**config.mk**
```make
export PLATFORM = sky130hd
export DESIGN_NAME = obstacle_arbiter_flat
export DESIGN_NICKNAME = d
export VERILOG_FILES = /design/src/rtl/obstacle_arbiter_if.sv /design/src/rtl/obstacle_arbiter.sv /design/src/flat_wrapper.sv
export SDC_FILE = /design/constraint.sdc
export NUM_CORES = 1
export LEC_CHECK = 0
export ABC_AREA = 1
export BUFFER_PORTS_ARGS = -buffer_cell sky130_fd_sc_hd__buf_2
export CORE_MARGIN = 5
export CORE_UTILIZATION = 52
export DETAILED_ROUTE_END_ITERATION = 10
export GPL_ROUTABILITY_DRIVEN = 0
export HOLD_SLACK_MARGIN = 0.15
export PLACE_DENSITY = 0.9
export SLEW_MARGIN = 25
export SYNTH_ARGS = -nofsm -noshare
export SYNTH_HDL_FRONTEND = slang
export SYNTH_SLANG_ARGS = --single-unit
export TNS_END_PERCENT = 10
```
**constraint.sdc**
```tcl
create_clock -name clk -period 1.9 [get_ports clk]
set_input_delay 0.095 -clock clk [delete_from_list [all_inputs] [get_ports clk]]
set_output_delay 0.095 -clock clk [all_outputs]
set_load 0.02 [all_outputs]
```
**src/rtl/obstacle_arbiter_if.sv**
```systemverilog
// obstacle_arbiter_if: bundles the range-measurement inputs and the maneuver outputs
// of obstacle_arbiter.
//   meas       N_CH*W  packed measurements, channel i at [W*i+W-1:W*i]
//   meas_vld   N_CH    per-channel sample strobe
//   near       N_CH    filtered near flags
//   mo         4       motor direction code
//   pwm_s      2       PWM speed select
//   led_s      1       maneuver-active LED
//   active_ch  ACW     channel owning the current maneuver
// master: range front end / bench side. slave: the arbiter.
interface obstacle_arbiter_if #(
  parameter int unsigned N_CH = 4,
  parameter int unsigned W    = 20
);
  localparam int unsigned ACW = (N_CH > 1) ? $clog2(N_CH) : 1;

  logic [N_CH*W-1:0] meas;
  logic [N_CH-1:0]   meas_vld;
  logic [N_CH-1:0]   near;
  logic [3:0]        mo;
  logic [1:0]        pwm_s;
  logic              led_s;
  logic [ACW-1:0]    active_ch;

  modport master (
    output meas, meas_vld,
    input  near, mo, pwm_s, led_s, active_ch
  );

  modport slave (
    input  meas, meas_vld,
    output near, mo, pwm_s, led_s, active_ch
  );
endinterface

```
**src/rtl/obstacle_arbiter.sv**
```systemverilog
// obstacle_arbiter: filters N_CH range channels into near flags (confirmation count plus
// hysteresis) and drives one motor/PWM/LED maneuver owned by the lowest-index near channel,
// held for HOLD_CYC cycles after every channel clears.
// Ports:
//   clk  system clock
//   rst  asynchronous active-high reset
//   bus  obstacle_arbiter_if.slave (meas, meas_vld in; near, mo, pwm_s, led_s, active_ch out)
module obstacle_arbiter #(
  parameter int unsigned         N_CH      = 4,
  parameter int unsigned         W         = 20,
  parameter int unsigned         THRESH    = 90000,
  parameter int unsigned         HYST      = 5000,
  parameter int unsigned         CONFIRM   = 3,
  parameter int unsigned         HOLD_CYC  = 50000,
  parameter logic [4*N_CH-1:0]   MO_TABLE  = 16'h96A5,
  parameter logic [2*N_CH-1:0]   PWM_TABLE = 8'hE5
) (
  input logic             clk,
  input logic             rst,
  obstacle_arbiter_if.slave bus
);

  localparam int unsigned ACW = (N_CH > 1) ? $clog2(N_CH) : 1;
  localparam int unsigned CW  = $clog2(CONFIRM + 1);
  localparam int unsigned HCW = (HOLD_CYC > 0) ? $clog2(HOLD_CYC + 1) : 1;

  // Thresholds held at W+1 bits so THRESH+HYST cannot wrap.
  localparam logic [W:0]     NearLvl  = (W+1)'(THRESH);
  localparam logic [W:0]     ClrLvl   = (W+1)'(THRESH + HYST);
  localparam logic [CW-1:0]  ConfCnt  = CW'(CONFIRM);
  localparam logic [HCW-1:0] HoldInit = HCW'(HOLD_CYC);

  typedef enum logic [1:0] {StIdle, StAvoid, StHold} state_e;

  // ---------------------------------------------------------------- channel filters
  logic [CW-1:0]   below_q [N_CH];
  logic [CW-1:0]   below_d [N_CH];
  logic [CW-1:0]   above_q [N_CH];
  logic [CW-1:0]   above_d [N_CH];
  logic [N_CH-1:0] near_q, near_d;
  logic [W:0]      sample;

  always_comb begin
    near_d = near_q;
    sample = '0;
    for (int i = 0; i < N_CH; i++) begin
      below_d[i] = below_q[i];
      above_d[i] = above_q[i];
      sample     = {1'b0, bus.meas[W*i +: W]};
      if (bus.meas_vld[i]) begin
        if (sample < NearLvl) begin
          below_d[i] = (below_q[i] == ConfCnt) ? below_q[i] : below_q[i] + CW'(1);
          above_d[i] = '0;
        end else if (sample >= ClrLvl) begin
          above_d[i] = (above_q[i] == ConfCnt) ? above_q[i] : above_q[i] + CW'(1);
          below_d[i] = '0;
        end else begin
          // Inside the hysteresis band: restart both runs, keep the flag.
          below_d[i] = '0;
          above_d[i] = '0;
        end
        if (below_d[i] == ConfCnt) begin
          near_d[i] = 1'b1;
        end else if (above_d[i] == ConfCnt) begin
          near_d[i] = 1'b0;
        end
      end
    end
  end

  always_ff @(posedge clk or posedge rst) begin
    if (rst) begin
      near_q <= '0;
      for (int i = 0; i < N_CH; i++) begin
        below_q[i] <= '0;
        above_q[i] <= '0;
      end
    end else begin
      near_q <= near_d;
      for (int i = 0; i < N_CH; i++) begin
        below_q[i] <= below_d[i];
        above_q[i] <= above_d[i];
      end
    end
  end

  // ---------------------------------------------------------------- winner select
  logic [ACW-1:0] win;
  logic           any_near;
  logic [3:0]     win_mo;
  logic [1:0]     win_pwm;

  always_comb begin
    win = '0;
    // Scan downwards so the lowest set index is the last to write.
    for (int i = N_CH - 1; i >= 0; i--) begin
      if (near_q[i]) win = ACW'(i);
    end
    any_near = |near_q;
    win_mo   = 4'(MO_TABLE >> (4 * int'(win)));
    win_pwm  = 2'(PWM_TABLE >> (2 * int'(win)));
  end

  // ---------------------------------------------------------------- maneuver FSM
  state_e         state_q, state_d;
  logic [3:0]     mo_q, mo_d;
  logic [1:0]     pwm_q, pwm_d;
  logic           led_q, led_d;
  logic [ACW-1:0] ach_q, ach_d;
  logic [HCW-1:0] hold_q, hold_d;

  always_comb begin
    state_d = state_q;
    mo_d    = mo_q;
    pwm_d   = pwm_q;
    led_d   = led_q;
    ach_d   = ach_q;
    hold_d  = hold_q;
    unique case (state_q)
      StIdle: begin
        if (any_near) begin
          state_d = StAvoid;
          mo_d    = win_mo;
          pwm_d   = win_pwm;
          led_d   = 1'b1;
          ach_d   = win;
        end
      end
      StAvoid: begin
        if (any_near) begin
          // Re-track every cycle: covers preemption and handoff alike.
          mo_d  = win_mo;
          pwm_d = win_pwm;
          ach_d = win;
        end else if (HOLD_CYC == 0) begin
          state_d = StIdle;
          mo_d    = '0;
          pwm_d   = '0;
          led_d   = 1'b0;
          ach_d   = '0;
        end else begin
          state_d = StHold;
          hold_d  = HoldInit;
        end
      end
      StHold: begin
        if (any_near) begin
          state_d = StAvoid;
          mo_d    = win_mo;
          pwm_d   = win_pwm;
          led_d   = 1'b1;
          ach_d   = win;
          hold_d  = '0;
        end else if (hold_q <= HCW'(1)) begin
          state_d = StIdle;
          mo_d    = '0;
          pwm_d   = '0;
          led_d   = 1'b0;
          ach_d   = '0;
          hold_d  = '0;
        end else begin
          hold_d = hold_q - HCW'(1);
        end
      end
      default: begin
        state_d = StIdle;
        mo_d    = '0;
        pwm_d   = '0;
        led_d   = 1'b0;
        ach_d   = '0;
        hold_d  = '0;
      end
    endcase
  end

  always_ff @(posedge clk or posedge rst) begin
    if (rst) begin
      state_q <= StIdle;
      mo_q    <= '0;
      pwm_q   <= '0;
      led_q   <= 1'b0;
      ach_q   <= '0;
      hold_q  <= '0;
    end else begin
      state_q <= state_d;
      mo_q    <= mo_d;
      pwm_q   <= pwm_d;
      led_q   <= led_d;
      ach_q   <= ach_d;
      hold_q  <= hold_d;
    end
  end

  assign bus.near      = near_q;
  assign bus.mo        = mo_q;
  assign bus.pwm_s     = pwm_q;
  assign bus.led_s     = led_q;
  assign bus.active_ch = ach_q;

endmodule

```
**src/flat_wrapper.sv**
```systemverilog
// flat-port wrapper written by rule: the top's interface ports become plain ports
module obstacle_arbiter_flat 
#(
  parameter int unsigned         N_CH      = 4,
  parameter int unsigned         W         = 20,
  parameter int unsigned         THRESH    = 90000,
  parameter int unsigned         HYST      = 5000,
  parameter int unsigned         CONFIRM   = 3,
  parameter int unsigned         HOLD_CYC  = 50000,
  parameter logic [4*N_CH-1:0]   MO_TABLE  = 16'h96A5,
  parameter logic [2*N_CH-1:0]   PWM_TABLE = 8'hE5
)
  (clk, rst, bus_meas, bus_meas_vld, bus_near, bus_mo, bus_pwm_s, bus_led_s, bus_active_ch);
  obstacle_arbiter_if #(.N_CH(N_CH), .W(W)) bus_i ();
  input logic clk;
  input logic rst;
  input wire logic [$bits(bus_i.meas)-1:0] bus_meas;
  input wire logic [$bits(bus_i.meas_vld)-1:0] bus_meas_vld;
  output wire logic [$bits(bus_i.near)-1:0] bus_near;
  output wire logic [$bits(bus_i.mo)-1:0] bus_mo;
  output wire logic [$bits(bus_i.pwm_s)-1:0] bus_pwm_s;
  output wire logic [$bits(bus_i.led_s)-1:0] bus_led_s;
  output wire logic [$bits(bus_i.active_ch)-1:0] bus_active_ch;
  assign bus_i.meas = bus_meas;
  assign bus_i.meas_vld = bus_meas_vld;
  assign bus_near = bus_i.near;
  assign bus_mo = bus_i.mo;
  assign bus_pwm_s = bus_i.pwm_s;
  assign bus_led_s = bus_i.led_s;
  assign bus_active_ch = bus_i.active_ch;
  obstacle_arbiter #(.N_CH(N_CH), .W(W), .THRESH(THRESH), .HYST(HYST), .CONFIRM(CONFIRM), .HOLD_CYC(HOLD_CYC), .MO_TABLE(MO_TABLE), .PWM_TABLE(PWM_TABLE)) u_core (.clk(clk), .rst(rst), .bus(bus_i));
endmodule
```
==> impl_metrics.ini, run 1 <==
[drt]
ant_nets = 0
vias_per_cell = 5.07
first_pass_iters = 5
drt_iter0_drc = 113
vias = 3121
wl_per_cell_um = 11.5
routed_wl_um = 7110
drc = 0

[placed_design]
place_inst = 603
port_buffers = 86
dp_slack_ps = 223
placed_cell_area_mm2 = 0.00364
dp.final_hpwl_um = 5730

[layout]
layout-drive-gt1-share = 0.231
nets = 633
layout.cells.non_filler = 616
design_area_mm2 = 0.00380
antenna_cells = 0
syn2layout_area_growth_pct = 21.9
n_fill_cell = 497

[critical_path]
cp.required_ps = 2100
cp_top_family = simple AND/OR/NAND/NOR gates
path_class = reg -> reg
crit_path_start_kind = register
end_kind = register
cp_max_fo = 9
critPathMostFrequentCell = inv_1
path_buf_inv = 2
path_cells = inv_1 -> ha_1 -> inv_1 -> a21oi_1 -> nand2_2 -> nand3_4 -> nand2_4 -> nand2_1 -> o21ai_2
critPathMaxStageDelay_ps = 410
arrival_ps = 1900
crit_slowest_cell = dfrtp_1

[floorplan]
row_count = 28
die_w_um = 87.4
dieArea_mm2 = 0.00764
pin_count = 99
fp.dieH_um = 87.4
core_area_mm2 = 0.00589
start_util = 0.529

[sta]
holdWs_ps = 207
maxSlewHeadroom = 0.433
clock-skew-final_ps = 14.4
setup_viol = 0
slew_viol_final = 0
fin_ws_ps = 201
hold_viol_final = 0
rsz0062_at_grt = false
fmax_ghz = 0.589
tightest_slew_ps = 845
period_minus_slack_ps = 1700
tns_ps = 0
fin_crit_sh = 0.894

[clocking]
cts-root-buf = clkbuf_8
cts_sinks = 45
cts_tree = built
cts_resized = 0
insertion_delay_ps = 310
clkTransAtPathRegs_ps = 90
htreeDepth = 2
cts_buffer_depth = 2
numCtsBuffers = 5

[grt]
antenna_found_initial = 0
grt_pass1_wl_um = 12500
grt_use_total = 0.199
grt_overflow_total = 0
grt_max_degree = 24
first_global_vias = 3141

[synth]
yosysSeqAreaShare = 0.362
syn_inst = 443
yosysTopAreaCell = dfrtp_1
syn_avg_cell_area_um2 = 7.03
syn_area_mm2 = 0.00311
ys_types = 32
synth-edff-count = 0
async_flop_share = 1.00
ys_warn_count = 0
synth.top_cell.area_share = 0.362
yosysMostFrequentCell = nand2_1
syn_nets = 536
ys_seq_elements = 45
synthTopCellsByArea = dfrtp_1 (36%), nand2_1 (14%), inv_1 (7.7%)
ys_top_cells_by_count = nand2_1 (115), inv_1 (64), nor2_1 (60)
dominantRegCellSynth = dfrtp_1

[pwr]
power.leakage_nw = 2.05
power_density_mw_per_mm2 = 1180
irDropWorstVdd_mv = 0.595

[min_path]
worst_hold_path_type = in -> reg

[status]
outcome = finished, final reports clean

[job]
drv_cap = 0
area by class of cell:
| class | count | area [um^2] | share of cell area |
|---|---|---|---|
| Clock inverter | 2 | 38.8 | 0.0102 |
| Timing Repair Buffer | 93 | 508 | 0.134 |
| Tap cell | 75 | 93.8 | 0.0247 |
| Multi-Input combinational cell | 328 | 1690 | 0.446 |
| Sequential cell | 45 | 1130 | 0.297 |
| Inverter | 67 | 264 | 0.0695 |
| Clock buffer | 6 | 72.6 | 0.0191 |
timing repair:
action,in CTS,in global routing
setup endpoints to repair,0,0
hold buffers,5,0
buffers inserted,0,0
hold endpoints to repair,40,0
logic make-up (layout without fill, tap and decap cells):
| group | after synthesis | count (layout) | share of synthesized area |
|---|---|---|---|
| compound gates | 50 | 50 | 0.0908 |
| xor+xnor | 10 | 10 | 0.0281 |
| fa+ha+maj | 7 | 7 | 0.0281 |
| buf+inv | 70 | 168 | 0.0944 |
| flops | 45 | 45 | 0.362 |
| simple gates | 261 | 261 | 0.397 |
placed cells by master (no fill, tap or decap), types with 2 or more instances in the layout:
cell type	n
o21ai_2	3
buf_2	86
nand2_1	115
nand4_1	10
nand3_1	42
nor2_1	60
nand3b_1	3
inv_2	2
nor2_2	7
o21a_1	2
nand2_2	4
dfrtp_1	45
nor3b_1	3
nand3_4	2
clkbuf_8	5
nand3_2	3
ha_1	7
o21ai_1	10
nor3_1	4
o21ai_0	11
xor2_1	9
inv_1	63
a21oi_1	17
nand2_4	2
o21bai_1	6
nor2_4	3
dlygate4sd3_1	5
registers in the layout, summed over array words and instances, names as in the netlist:
name and flops:
u_core.hold_q 16, u_core.above_q 8, u_core.below_q 8, u_core.bus.near 4, u_core.bus.mo 3, u_core.bus.active_ch 2
u_core.state_q 2, u_core.bus.led_s 1, u_core.bus.pwm_s 1
per-stage QoR:
| step | utilization | power (W) |
|---|---|---|
| 2_1_floorplan | - | 0.00325 |
| 3_3_place_gp | 0.618 | 0.00363 |
| 3_5_place_dp | 0.618 | 0.00376 |
| 4_1_cts | 0.645 | 0.00450 |
| 5_1_grt | 0.645 | 0.00488 |
| 6_report | 0.645 | 0.00448 |
routing by layer:
| layer | track usage | up-vias | share of wire |
|---|---|---|---|
| met3 | 0.0397 | 14 | 0.056 |
| met2 | 0.358 | 90 | 0.51 |
| li1 | - | 1601 | - |
| met4 | 0.0711 | 0 | 0.019 |
| met1 | 0.233 | 1416 | 0.41 |
| met5 | 0 | - | 0 |
power breakdown:
group	switching, W	internal (W)	total, W	leakage, nW
Sequential	0.000166	0.00120	0.00137	0.590
Clock	0.000337	0.000395	0.000732	0.0554
Combinational	0.00152	0.000866	0.00238	1.41
worst paths after layout:
| kind | from | endpoint | slack (ps) | cells after the start |
|---|---|---|---|---|
| setup reg to reg | u_core.hold_q[0]$_DFFE_PP0P_ | u_core.bus.mo[1]$_DFFE_PP0P_ | 200 | 9 |
| hold / removal | bus_meas[76] | u_core.above_q[1]$_DFFE_PP0P_ | 210 | 5 |
| max in group asynchronous | rst | u_core.hold_q[3]$_DFFE_PP0P_ | 960 | 4 |
| hold reg to reg | u_core.bus.mo[2]$_DFFE_PP0P_ | u_core.bus.mo[2]$_DFFE_PP0P_ | 490 | 2 |
| setup / recovery | u_core.hold_q[0]$_DFFE_PP0P_ | u_core.bus.mo[1]$_DFFE_PP0P_ | 200 | 9 |
| min in group asynchronous | rst | u_core.above_q[3]$_DFFE_PP0P_ | 400 | 3 |
worst register-to-register path, cell delays in order (launching register included):
cell     delay (ps)
dfrtp_1         410
inv_1           140
ha_1            220
inv_1           100
a21oi_1         200
nand2_2         140
nand3_4         130
nand2_4         100
nand2_1         100
o21ai_2          50
(Power assumes the default switching activity.)
==> run 2: changes to the inputs <==
--- a/config.mk
+++ b/config.mk
@@ -5,14 +5,14 @@
 export SDC_FILE = /design/constraint.sdc
 export NUM_CORES = 1
 export LEC_CHECK = 0
-export ABC_AREA = 1
 export BUFFER_PORTS_ARGS = -buffer_cell sky130_fd_sc_hd__buf_2
 export CORE_MARGIN = 5
-export CORE_UTILIZATION = 52
+export CORE_UTILIZATION = 25
+export CTS_BUF_LIST = sky130_fd_sc_hd__clkbuf_16
 export DETAILED_ROUTE_END_ITERATION = 10
 export GPL_ROUTABILITY_DRIVEN = 0
 export HOLD_SLACK_MARGIN = 0.15
-export PLACE_DENSITY = 0.9
+export PLACE_DENSITY = 0.55
 export SLEW_MARGIN = 25
 export SYNTH_ARGS = -nofsm -noshare
 export SYNTH_HDL_FRONTEND = slang
==> impl_metrics.ini, run 2 <==
[placed_design]
dp.final_hpwl_um = 5920
port_buffers = 92

[sta]
maxSlewHeadroom = 0.615
setup_viol = 1
rsz0062_at_grt = true
slew_viol_final = 0
hold_viol_final = 0
fin_ws_ps = -38.4
fin_crit_sh = 1.02
tightest_slew_ps = 578
period_minus_slack_ps = 1940
clock-skew-final_ps = 5.15
fmax_ghz = 0.516

[floorplan]
core_area_mm2 = 0.0108
start_util = 0.255
pin_count = 99
dieArea_mm2 = 0.0133
row_count = 38
fp.dieH_um = 115
die_w_um = 115

[critical_path]
timing.rr.start = u_core.hold_q[11]$_DFFE_PP0P_
cp.required_ps = 2070
end_kind = register
path_class = reg -> reg
r2r_cells = 6
arrival_ps = 2110
crit_path_start_kind = register
ff2ff_setup_slack_ps = -40
crit_path_start = u_core.hold_q[11]$_DFFE_PP0P_
cp_max_fo = 7

[status]
violations = negative setup slack
outcome = finished, violations left

[synth]
ys_seq_elements = 45
ys_types = 60
async_flop_share = 1.00
syn_nets = 396
synth-edff-count = 0
synthTopCellsByArea = dfrtp_1 (41%), a21oi_1 (4.0%), nand2_1 (3.5%)
syn_avg_cell_area_um2 = 9.12
yosysTopAreaCell = dfrtp_1
syn_area_mm2 = 0.00276
syn_inst = 303
yosysSeqAreaShare = 0.408
ys_warn_count = 0
ys_top_cells_by_count = dfrtp_1 (45), nand2_1 (26), a21oi_1 (22)
yosysMostFrequentCell = dfrtp_1
dominantRegCellSynth = dfrtp_1
synth.top_cell.area_share = 0.408

[layout]
nets = 529
largest_register = u_core.hold_q
final_core_util = 0.362
antenna_cells = 0
layout-drive-gt1-share = 0.382
largest_registers = u_core.hold_q: 16 flops, u_core.above_q: 8 flops, u_core.below_q: 8 flops
mostFrequentLayoutCell = buf_2
syn2layout_area_growth_pct = 42.1
mostFrequentLayoutCells = buf_2 (92), dfrtp_1 (43), buf_4 (36)
largest_reg_flops = 16

[drt]
drc = 0
vias_per_cell = 4.82
vias = 2779
wl_per_cell_um = 12.9
ant_nets = 0
drt_iter0_drc = 60
routed_wl_um = 7470
first_pass_iters = 4

[min_path]
worst_hold_path_type = in -> reg
hold_path_depth = 3
hp-start = bus_meas[56]

[pwr]
power_density_mw_per_mm2 = 1140
power.leakage_nw = 1.85
irDropWorstVdd_mv = 0.555
p_total_w = 0.00447

[clocking]
cts_buffer_depth = 2
clkTransAtPathRegs_ps = 70
cts-root-buf = clkbuf_16
cts_sinks = 45
htreeDepth = 2
numCtsBuffers = 5
cts_tree = built
insertion_delay_ps = 290

[grt]
grt_max_degree = 46
first_global_vias = 2837
grt_pass1_wl_um = 12600
grtUsageMet2 = 0.204
antenna_found_initial = 0
grt_overflow_total = 0
grt.met3_usage = 0.0321
gr-usage-met1 = 0.141
grt_use_total = 0.115
top_usage_layer = met2

[job]
drv_cap = 0
run 2: cell types whose count changed after synthesis, moves of 8 or more:
cell,change
nand2_1,-89
nand3_1,-35
nor3_1,+10
o31ai_1,+9
o21ai_1,-8
nor4_1,+8
nor2_1,-41
inv_1,-46
run 2: final cells by class:
class | count | area [um^2]
fill | 1148 | 6910
multi-input combinational | 229 | 1590
sequential | 45 | 1130
timing repair buffer | 137 | 823
tap | 140 | 175
clock buffer | 5 | 125
inverter | 18 | 67.6
clock inverter | 3 | 21.3
run 2: metrics by stage:
stage	setup slack (ps)	cells	setup TNS [ps]	area (um^2)	hold slack, ps
final	-38.4	577	-38.4	3930	164
after CTS	-25.7	575	-25.7	3830	166
after global placement	-12.3	560	-12.3	3600	278
after global routing	-108	577	-689	3930	196
after floorplan	3.05	303	0	2770	273
after detailed placement	-56.6	560	-78.4	3600	287
run 2: power breakdown:
part           switching (W)  internal, W
sequential          0.000149      0.00112
clock               0.000385     0.000490
combinational        0.00124      0.00107
run 2: final timing paths:
kind                                                  end
setup reg to reg            u_core.hold_q[15]$_DFFE_PP0P_
hold / removal              u_core.below_q[3]$_DFFE_PP0P_
hold reg to reg              u_core.bus.mo[1]$_DFFE_PP0P_
min in group asynchronous    u_core.hold_q[9]$_DFFE_PP0P_
max in group asynchronous  u_core.bus.near[0]$_DFFE_PP0P_
setup / recovery            u_core.hold_q[15]$_DFFE_PP0P_
run 2: cells by family (layout without fill, tap and decap cells):
| group | after synthesis | in the layout | synth area share |
|---|---|---|---|
| XOR/XNOR | 3 | 3 | 0.00951 |
| AO/OA/AOI/OAI | 104 | 104 | 0.267 |
| buffers and inverters | 29 | 163 | 0.0507 |
| adder cells (fa/ha/maj) | 7 | 7 | 0.0317 |
| flip-flops | 45 | 45 | 0.408 |
| AND/OR/NAND/NOR | 115 | 115 | 0.234 |
run 2: per-layer routing:
metal  wire length (um)  part of all wire
met2               3770              0.51
met5                  0                 0
met1               3180              0.43
met3                462             0.062
met4                 49            0.0066
run 2: repair_timing:
action,in CTS,in global routing
pin swaps,1,5
endpoints found under the setup margin,7,22
setup buffers,0,2
endpoints found under the hold margin,59,0
hold buffers,7,0
resized for setup,2,15
run 2: worst max-delay path: stages (launching register included):
cell	delay, ps
dfrtp_1	410
nor4_4	380
o2111ai_4	220
o2111ai_4	270
buf_6	170
nor2_2	50
a2111o_1	330
